--- src/rtl/fft_frame_sequencer_pkg.sv ---
// Shared types and constants for the R2FFT frame sequencer.
package fft_seq_pkg;

    localparam int ADC_W        = 12;
    localparam int ADC_MIDSCALE = 2048;

    typedef enum logic [2:0] {
        S_IDLE,
        S_FILL,
        S_START,
        S_WAIT,
        S_SCAN,
        S_REPORT
    } seq_state_t;

endpackage

--- src/rtl/fft_frame_sequencer_peak_tracker.sv ---
// Running |re|+|im| maximum over the returned DMA words; the lowest bin wins ties.
module peak_tracker #(
    parameter int FFT_DW = 16,
    parameter int BIN_W  = 9
) (
    input  logic                     clk,
    input  logic                     rst,
    input  logic                     clear,
    input  logic                     load,
    input  logic [BIN_W-1:0]         bin,
    input  logic signed [FFT_DW-1:0] re,
    input  logic signed [FFT_DW-1:0] im,
    output logic [BIN_W-1:0]         max_bin,
    output logic [FFT_DW:0]          max_mag
);

    // The most negative code maps onto 2^(FFT_DW-1), which still fits unsigned.
    function automatic logic [FFT_DW-1:0] abs_val(input logic signed [FFT_DW-1:0] v);
        return v[FFT_DW-1] ? $unsigned(-v) : $unsigned(v);
    endfunction

    logic [FFT_DW:0] mag;

    assign mag = {1'b0, abs_val(re)} + {1'b0, abs_val(im)};

    always_ff @(posedge clk or posedge rst) begin
        if (rst) begin
            max_bin <= BIN_W'(1);
            max_mag <= '0;
        end else if (clear) begin
            max_bin <= BIN_W'(1);
            max_mag <= '0;
        end else if (load && (mag > max_mag)) begin
            max_bin <= bin;
            max_mag <= mag;
        end
    end

endmodule

--- src/rtl/fft_frame_sequencer.sv ---
// Captures one frame of ADC samples into R2FFT, runs it, and reports the
// peak-magnitude bin of the lower half-spectrum read back over the DMA port.
module fft_frame_sequencer
    import fft_seq_pkg::*;
#(
    parameter int FFT_LENGTH = 1024,
    parameter int FFT_DW     = 16,
    parameter int DMA_LAT    = 2,
    parameter int FFT_N      = $clog2(FFT_LENGTH)
) (
    input  logic                     clk,
    input  logic                     rst,
    input  logic                     enable,
    input  logic                     sample_valid,
    input  logic [ADC_W-1:0]         sample_data,
    output logic                     input_stream_active,
    output logic signed [FFT_DW-1:0] input_real,
    output logic                     run,
    input  logic                     done,
    input  logic signed [7:0]        bfpexp,
    output logic                     dmaact,
    output logic [FFT_N-1:0]         dmaa,
    input  logic signed [FFT_DW-1:0] dmadr_real,
    input  logic signed [FFT_DW-1:0] dmadr_imag,
    output logic                     peak_valid,
    output logic [FFT_N-2:0]         peak_bin,
    output logic [FFT_DW:0]          peak_mag,
    output logic signed [7:0]        peak_exp,
    output logic [7:0]               drop_cnt,
    output logic                     busy
);

    localparam int HALF      = FFT_LENGTH / 2;
    localparam int SCAN_LAST = HALF - 1 + DMA_LAT;
    localparam int SCW       = $clog2(SCAN_LAST + 1);

    seq_state_t        state, state_n;
    logic [FFT_N-1:0]  sample_cnt;
    logic [SCW-1:0]    scan_cnt;
    logic signed [7:0] exp_q;
    logic [DMA_LAT-1:0] vld_p;
    logic [FFT_N-2:0]  bin_p [DMA_LAT];
    logic [FFT_N-2:0]  max_bin;
    logic [FFT_DW:0]   max_mag;
    logic              accept, last_sample, scan_start, addr_more;

    // Offset-binary to two's complement, then left-justified in the FFT word.
    function automatic logic signed [FFT_DW-1:0] to_signed(input logic [ADC_W-1:0] code);
        logic signed [ADC_W-1:0] centered;
        centered = $signed(code - ADC_W'(ADC_MIDSCALE));
        return {centered, {(FFT_DW-ADC_W){1'b0}}};
    endfunction

    function automatic logic [7:0] sat_inc(input logic [7:0] c);
        return (c == 8'hFF) ? c : c + 8'd1;
    endfunction

    always_comb begin
        state_n     = state;
        accept      = (state == S_FILL) && sample_valid;
        last_sample = accept && (sample_cnt == FFT_N'(FFT_LENGTH - 1));
        scan_start  = (state == S_WAIT) && done;
        addr_more   = (state == S_SCAN) && dmaact && (dmaa < FFT_N'(HALF - 1));
        case (state)
            S_IDLE:   if (enable) state_n = S_FILL;
            S_FILL:   if (last_sample) state_n = S_START;
            S_START:  state_n = S_WAIT;
            S_WAIT:   if (done) state_n = S_SCAN;
            S_SCAN:   if (scan_cnt == SCW'(SCAN_LAST)) state_n = S_REPORT;
            S_REPORT: state_n = enable ? S_FILL : S_IDLE;
            default:  state_n = S_IDLE;
        endcase
    end

    always_ff @(posedge clk or posedge rst) begin
        if (rst) begin
            state               <= S_IDLE;
            busy                <= 1'b0;
            run                 <= 1'b0;
            input_stream_active <= 1'b0;
            input_real          <= '0;
            drop_cnt            <= '0;
            sample_cnt          <= '0;
            dmaact              <= 1'b0;
            dmaa                <= '0;
            scan_cnt            <= '0;
            exp_q               <= '0;
            vld_p               <= '0;
            peak_valid          <= 1'b0;
            peak_bin            <= '0;
            peak_mag            <= '0;
            peak_exp            <= '0;
        end else begin
            state               <= state_n;
            busy                <= (state_n != S_IDLE);
            run                 <= (state_n == S_START);
            input_stream_active <= accept;
            if (accept) input_real <= to_signed(sample_data);
            if (sample_valid && (state != S_FILL)) drop_cnt <= sat_inc(drop_cnt);
            // Power-of-2 length lets the counter wrap to 0 on the last sample.
            if (state != S_FILL) sample_cnt <= '0;
            else if (accept)     sample_cnt <= sample_cnt + FFT_N'(1);

            dmaact   <= scan_start || addr_more;
            dmaa     <= scan_start ? FFT_N'(1) : (addr_more ? dmaa + FFT_N'(1) : '0);
            scan_cnt <= (state == S_SCAN) ? scan_cnt + SCW'(1) : '0;
            if (scan_start) exp_q <= bfpexp;

            vld_p[0] <= dmaact;
            for (int i = 1; i < DMA_LAT; i++) vld_p[i] <= vld_p[i-1];

            peak_valid <= (state_n == S_REPORT);
            if (state_n == S_REPORT) begin
                peak_bin <= max_bin;
                peak_mag <= max_mag;
                peak_exp <= exp_q;
            end
        end
    end

    // Bin address rides alongside the DMA read latency.
    always_ff @(posedge clk) begin
        bin_p[0] <= dmaa[FFT_N-2:0];
        for (int i = 1; i < DMA_LAT; i++) bin_p[i] <= bin_p[i-1];
    end

    peak_tracker #(
        .FFT_DW (FFT_DW),
        .BIN_W  (FFT_N - 1)
    ) u_peak (
        .clk     (clk),
        .rst     (rst),
        .clear   (scan_start),
        .load    (vld_p[DMA_LAT-1]),
        .bin     (bin_p[DMA_LAT-1]),
        .re      (dmadr_real),
        .im      (dmadr_imag),
        .max_bin (max_bin),
        .max_mag (max_mag)
    );

endmodule

--- config.mk ---
export PLATFORM = sky130hd
export DESIGN_NAME = fft_frame_sequencer
export DESIGN_NICKNAME = d
export VERILOG_FILES = /design/src/rtl/fft_frame_sequencer_pkg.sv /design/src/rtl/fft_frame_sequencer_peak_tracker.sv /design/src/rtl/fft_frame_sequencer.sv
export SDC_FILE = /design/constraint.sdc
export NUM_CORES = 1
export LEC_CHECK = 0
export ABC_AREA = 1
export CELL_PAD_IN_SITES_DETAIL_PLACEMENT = 0
export CELL_PAD_IN_SITES_GLOBAL_PLACEMENT = 2
export CORE_ASPECT_RATIO = 0.5
export CORE_MARGIN = 10
export CORE_UTILIZATION = 40
export DETAILED_ROUTE_END_ITERATION = 8
export DONT_BUFFER_PORTS = 1
export PLACE_DENSITY_LB_ADDON = 0.12
export SKIP_CTS_REPAIR_TIMING = 1
export SYNTH_ARGS = -nofsm -noshare
export SYNTH_HDL_FRONTEND = slang
export SYNTH_HIERARCHICAL = 1
export SYNTH_SLANG_ARGS = --single-unit
--- constraint.sdc ---
create_clock -name clk -period 8.8 [get_ports clk]
set_input_delay 1.76 -clock clk [delete_from_list [all_inputs] [get_ports clk]]
set_output_delay 1.76 -clock clk [all_outputs]
set_load 0.02 [all_outputs]
==> flow_results.xml <==
<?xml version="1.0" encoding="UTF-8"?>
<metrics>
  <group name="setup_path">
    <metric name="cp_max_stage_delay" unit="ns">0.40</metric>
    <metric name="setup.worst_path.class" unit="">input port to flip-flop</metric>
    <metric name="worstPathMaxFanout" unit="">27</metric>
    <metric name="critical_path_buf_inv_count" unit="">3</metric>
    <metric name="cpMaxStageDelayCell" unit="">sky130_fd_sc_hd__nor3_1</metric>
    <metric name="critical_path_arrival" unit="ns">5.77</metric>
    <metric name="critical_path.endpoint_type" unit="">flip-flop</metric>
    <metric name="worst_path_dominant_cell_family" unit="">simple AND/OR/NAND/NOR gates</metric>
    <metric name="crit_top_cell" unit="">sky130_fd_sc_hd__nand2_1</metric>
    <metric name="cp.required" unit="ns">9.11</metric>
    <metric name="worst_r2r_startpoint" unit="">state[1]</metric>
    <metric name="startpoint_type" unit="">input port</metric>
    <metric name="startpoint" unit="">dmadr_imag[1]</metric>
  </group>
  <group name="drt">
    <metric name="postRouteAntennaNets" unit="">0</metric>
    <metric name="dr_total_vias" unit="">6677</metric>
    <metric name="average_routed_wire_per_standard_cell" unit="µm">14.9</metric>
    <metric name="detail_route.first_pass.iterations" unit="">5</metric>
    <metric name="finalWirelength" unit="mm">20.5</metric>
    <metric name="route.detailed.drc" unit="">0</metric>
    <metric name="first_iter_violations" unit="">242</metric>
    <metric name="vias_per_cell" unit="">4.83</metric>
  </group>
  <group name="floorplan">
    <metric name="fp.dieW" unit="µm">225</metric>
    <metric name="std_cell_rows" unit="">37</metric>
    <metric name="placeableCoreArea" unit="µm²">20600</metric>
    <metric name="chipHeight" unit="µm">123</metric>
    <metric name="die_area" unit="µm²">27700</metric>
    <metric name="initial_core_util" unit="">0.409</metric>
    <metric name="boundaryPins" unit="">130</metric>
  </group>
  <group name="synthesis">
    <metric name="synth_seq_area_share" unit="">0.422</metric>
    <metric name="avgSynthCellArea" unit="µm²">7.69</metric>
    <metric name="post_synth_num_cell_types" unit="">46</metric>
    <metric name="syn_area" unit="µm²">8440</metric>
    <metric name="cell_count_after_synthesis" unit="">1098</metric>
    <metric name="yosys_register_bits" unit="">146</metric>
    <metric name="yosysWarnings" unit="">6</metric>
    <metric name="async_reset_ff_frac" unit="">0.877</metric>
    <metric name="synth_edf_count" unit="">0</metric>
    <metric name="synth_top_flop_cell" unit="">sky130_fd_sc_hd__dfrtp_1</metric>
  </group>
  <group name="clock_tree">
    <metric name="insertion_delay" unit="ns">0.42</metric>
    <metric name="cts.htree.levels" unit="">4</metric>
    <metric name="root_buffer" unit="">sky130_fd_sc_hd__clkbuf_16</metric>
    <metric name="cts_num_sinks" unit="">146</metric>
    <metric name="cts_max_path_buffers" unit="">2</metric>
    <metric name="worst_setup_hold_path_clk_slew" unit="ns">0.06</metric>
    <metric name="cts_tree" unit="">done</metric>
    <metric name="cts_inserted_buffers" unit="">17</metric>
  </group>
  <group name="timing">
    <metric name="timing.setup.tns" unit="ns">0</metric>
    <metric name="minimum_hold_slack" unit="ns">0.326</metric>
    <metric name="max_clock_freq" unit="MHz">183</metric>
    <metric name="final_number_of_hold_violating_endpoints" unit="">0</metric>
    <metric name="timing.clock.skew" unit="ns">0.00501</metric>
    <metric name="slew-limit-headroom" unit="">0.275</metric>
    <metric name="rsz0062_at_grt" unit="">no</metric>
    <metric name="period_share" unit="">0.621</metric>
    <metric name="timing.final.setup_violations" unit="">0</metric>
    <metric name="layout_min_cycle_time" unit="ns">5.47</metric>
    <metric name="timing_max_transition_violations_final" unit="">0</metric>
    <metric name="timing_worst_slew_pin_value" unit="ns">1.09</metric>
  </group>
  <group name="pwr">
    <metric name="power.density" unit="nW/µm²">225</metric>
    <metric name="ir_drop" unit="mV">0.110</metric>
    <metric name="power_leakage" unit="nW">4.84</metric>
  </group>
  <group name="global_route">
    <metric name="grt_antenna_before_repair" unit="">1</metric>
    <metric name="grt_first_pass_wirelength" unit="mm">33.8</metric>
    <metric name="globalRouteOverflowTotal" unit="">0</metric>
    <metric name="overall_fraction_of_global_route_tracks_in_use" unit="">0.152</metric>
    <metric name="pin_count_of_the_biggest_net_entering_global_routing" unit="">69</metric>
    <metric name="grt_pass1_vias" unit="">6683</metric>
  </group>
  <group name="cells_and_area">
    <metric name="num_antenna_cells" unit="">0</metric>
    <metric name="drive_gt1_frac" unit="">0.0884</metric>
    <metric name="nNetsFinal" unit="">1193</metric>
    <metric name="area_delta_synth_final" unit="%">9.00</metric>
    <metric name="final_core_util" unit="">0.446</metric>
  </group>
  <group name="hold_path">
    <metric name="hp-class" unit="">flip-flop to flip-flop</metric>
    <metric name="timing.hold.worst.start" unit="">bin_p[0][4]</metric>
  </group>
  <group name="run">
    <metric name="cap_viol_max_count" unit="">0</metric>
  </group>
  <group name="placement">
    <metric name="detailed_placement_hpwl" unit="mm">15.7</metric>
    <metric name="port_buffers" unit="">0</metric>
    <metric name="gp_congestion" unit="">0.796</metric>
  </group>
  <group name="outcome">
    <metric name="outcome" unit="">finished clean</metric>
  </group>
</metrics>
-- power breakdown --
part / total, mW / switching [mW] / leakage [nW] / internal, mW
Clock: 0.753 / 0.281 / 0.296 / 0.473
Combinational: 0.481 / 0.301 / 2.72 / 0.179
Sequential: 0.832 / 0.0901 / 1.83 / 0.741
Total: 2.07 / 0.672 / 4.84 / 1.39
-- worst reg2reg max path, stage by stage (launching register included) --
cell and delay (ns):
sky130_fd_sc_hd__dfrtp_1 0.40, sky130_fd_sc_hd__inv_1 0.13, sky130_fd_sc_hd__nor2_1 0.07, sky130_fd_sc_hd__nand2_1 0.12, sky130_fd_sc_hd__inv_2 0.17, sky130_fd_sc_hd__inv_2 0.80
sky130_fd_sc_hd__nand2_1 0.21, sky130_fd_sc_hd__nand2_1 0.12, sky130_fd_sc_hd__nand2_1 0.05
-- synthesized netlist by cell type, types with 2 or more instances --
library cell	number	share of area
sky130_fd_sc_hd__buf_6	5	0.0067
sky130_fd_sc_hd__nand2_4	3	0.0040
sky130_fd_sc_hd__nand3_2	24	0.028
sky130_fd_sc_hd__buf_4	9	0.0080
sky130_fd_sc_hd__nor2_1	81	0.036
sky130_fd_sc_hd__dfrtp_1	127	0.38
sky130_fd_sc_hd__dfxtp_1	18	0.043
sky130_fd_sc_hd__nor4_1	6	0.0044
sky130_fd_sc_hd__nand2_1	380	0.17
sky130_fd_sc_hd__or2_2	4	0.0030
sky130_fd_sc_hd__inv_2	4	0.0018
sky130_fd_sc_hd__buf_2	5	0.0030
sky130_fd_sc_hd__nand2_2	5	0.0037
sky130_fd_sc_hd__nor2_2	4	0.0030
sky130_fd_sc_hd__xnor2_1	9	0.0093
sky130_fd_sc_hd__o21ai_2	5	0.0052
sky130_fd_sc_hd__o21ai_0	27	0.016
sky130_fd_sc_hd__o21bai_1	2	0.0018
sky130_fd_sc_hd__clkbuf_1	3	0.0013
sky130_fd_sc_hd__nand4_1	10	0.0074
sky130_fd_sc_hd__a21o_1	2	0.0018
sky130_fd_sc_hd__inv_1	145	0.064
sky130_fd_sc_hd__and2_1	3	0.0022
sky130_fd_sc_hd__nor3_2	4	0.0047
sky130_fd_sc_hd__nor2_4	4	0.0053
sky130_fd_sc_hd__buf_12	2	0.0047
sky130_fd_sc_hd__xor2_1	29	0.030
sky130_fd_sc_hd__ha_1	40	0.059
sky130_fd_sc_hd__nand3_1	73	0.043
sky130_fd_sc_hd__a21oi_1	25	0.015
sky130_fd_sc_hd__o21ai_1	7	0.0042
sky130_fd_sc_hd__nor3b_1	4	0.0036
sky130_fd_sc_hd__nor3_1	16	0.0095
-- path summary, 6_finish.rpt --
check	to	slack (ns)	cells after the start
worst max-delay path	u_peak/max_mag[11]	3.33	28
worst max register to register	u_peak/max_mag[11]	6.62	8
min in group asynchronous	peak_mag[7]	1.23	1
worst min register to register	bin_p[0][13]	0.33	0
worst min-delay path	bin_p[0][13]	0.33	0
max in group asynchronous	drop_cnt[6]	6.36	2
-- per-layer routing --
layer | wire length [µm] | track usage
met4 | 393 | 0.0566
met2 | 10400 | 0.272
met3 | 1050 | 0.0412
met1 | 8710 | 0.173
met5 | 0 | 0
-- flip-flops by register name, summed over array words and instances (netlist names), 9 cells and up --
name	flops
peak_mag	17
bin_p	18
input_real	12
u_peak/max_mag	17
dmaa	10
scan_cnt	10
sample_cnt	10
u_peak/max_bin	9
peak_bin	9
-- final cells by class --
type / count / area [µm²]
Sequential cell: 146 / 3560
Inverter: 150 / 568
Tap cell: 273 / 342
Clock inverter: 14 / 189
Clock buffer: 18 / 429
Fill cell: 2087 / 11400
Multi-Input combinational cell: 779 / 4100
Timing Repair Buffer: 1 / 7.51
-- through the flow --
| step | std cells | total power [mW] | cell area (µm²) | setup slack (ns) |
|---|---|---|---|---|
| after CTS | 1381 | 2.09 | 9200 | 3.36 |
| final | 1381 | 2.07 | 9200 | 3.33 |
| after global routing | 1381 | 2.22 | 9200 | 3.05 |
| after floorplan | 1101 | 1.21 | 8450 | 4.05 |
| after global placement | 1349 | 1.33 | 8580 | 2.91 |
| after detailed placement | 1349 | 1.33 | 8580 | 2.92 |
-- placed cells by master (no fill, tap or decap), drive strengths merged, types with 2 or more instances in the layout --
master / synthesis / routed
clkbuf: 5 / 18
bufinv: 0 / 4
o21ai: 40 / 40
xor2: 29 / 29
dfxtp: 18 / 18
conb: 1 / 4
clkinvlp: 0 / 3
ha: 40 / 40
a21o: 2 / 2
inv: 150 / 150
xnor2: 9 / 9
nand4: 11 / 11
nor4: 6 / 6
o21bai: 3 / 3
nor2: 89 / 89
or2: 4 / 4
clkinv: 0 / 7
dfrtp: 127 / 127
nand3: 98 / 98
nor3b: 4 / 4
nand2: 388 / 388
and2: 3 / 3
a21oi: 26 / 26
nor3: 20 / 20
-- cell families (layout without fill, tap and decap cells) --
group	Yosys count	after routing	share of synthesized area
simple gates	624	624	0.332
buf+inv	176	183	0.0933
flops	146	146	0.422
compound gates	72	72	0.0507
fa+ha+maj	41	41	0.0617
xor+xnor	38	38	0.0394
other cells	1	4	0.000444
Power figures use the tool's default switching activity.
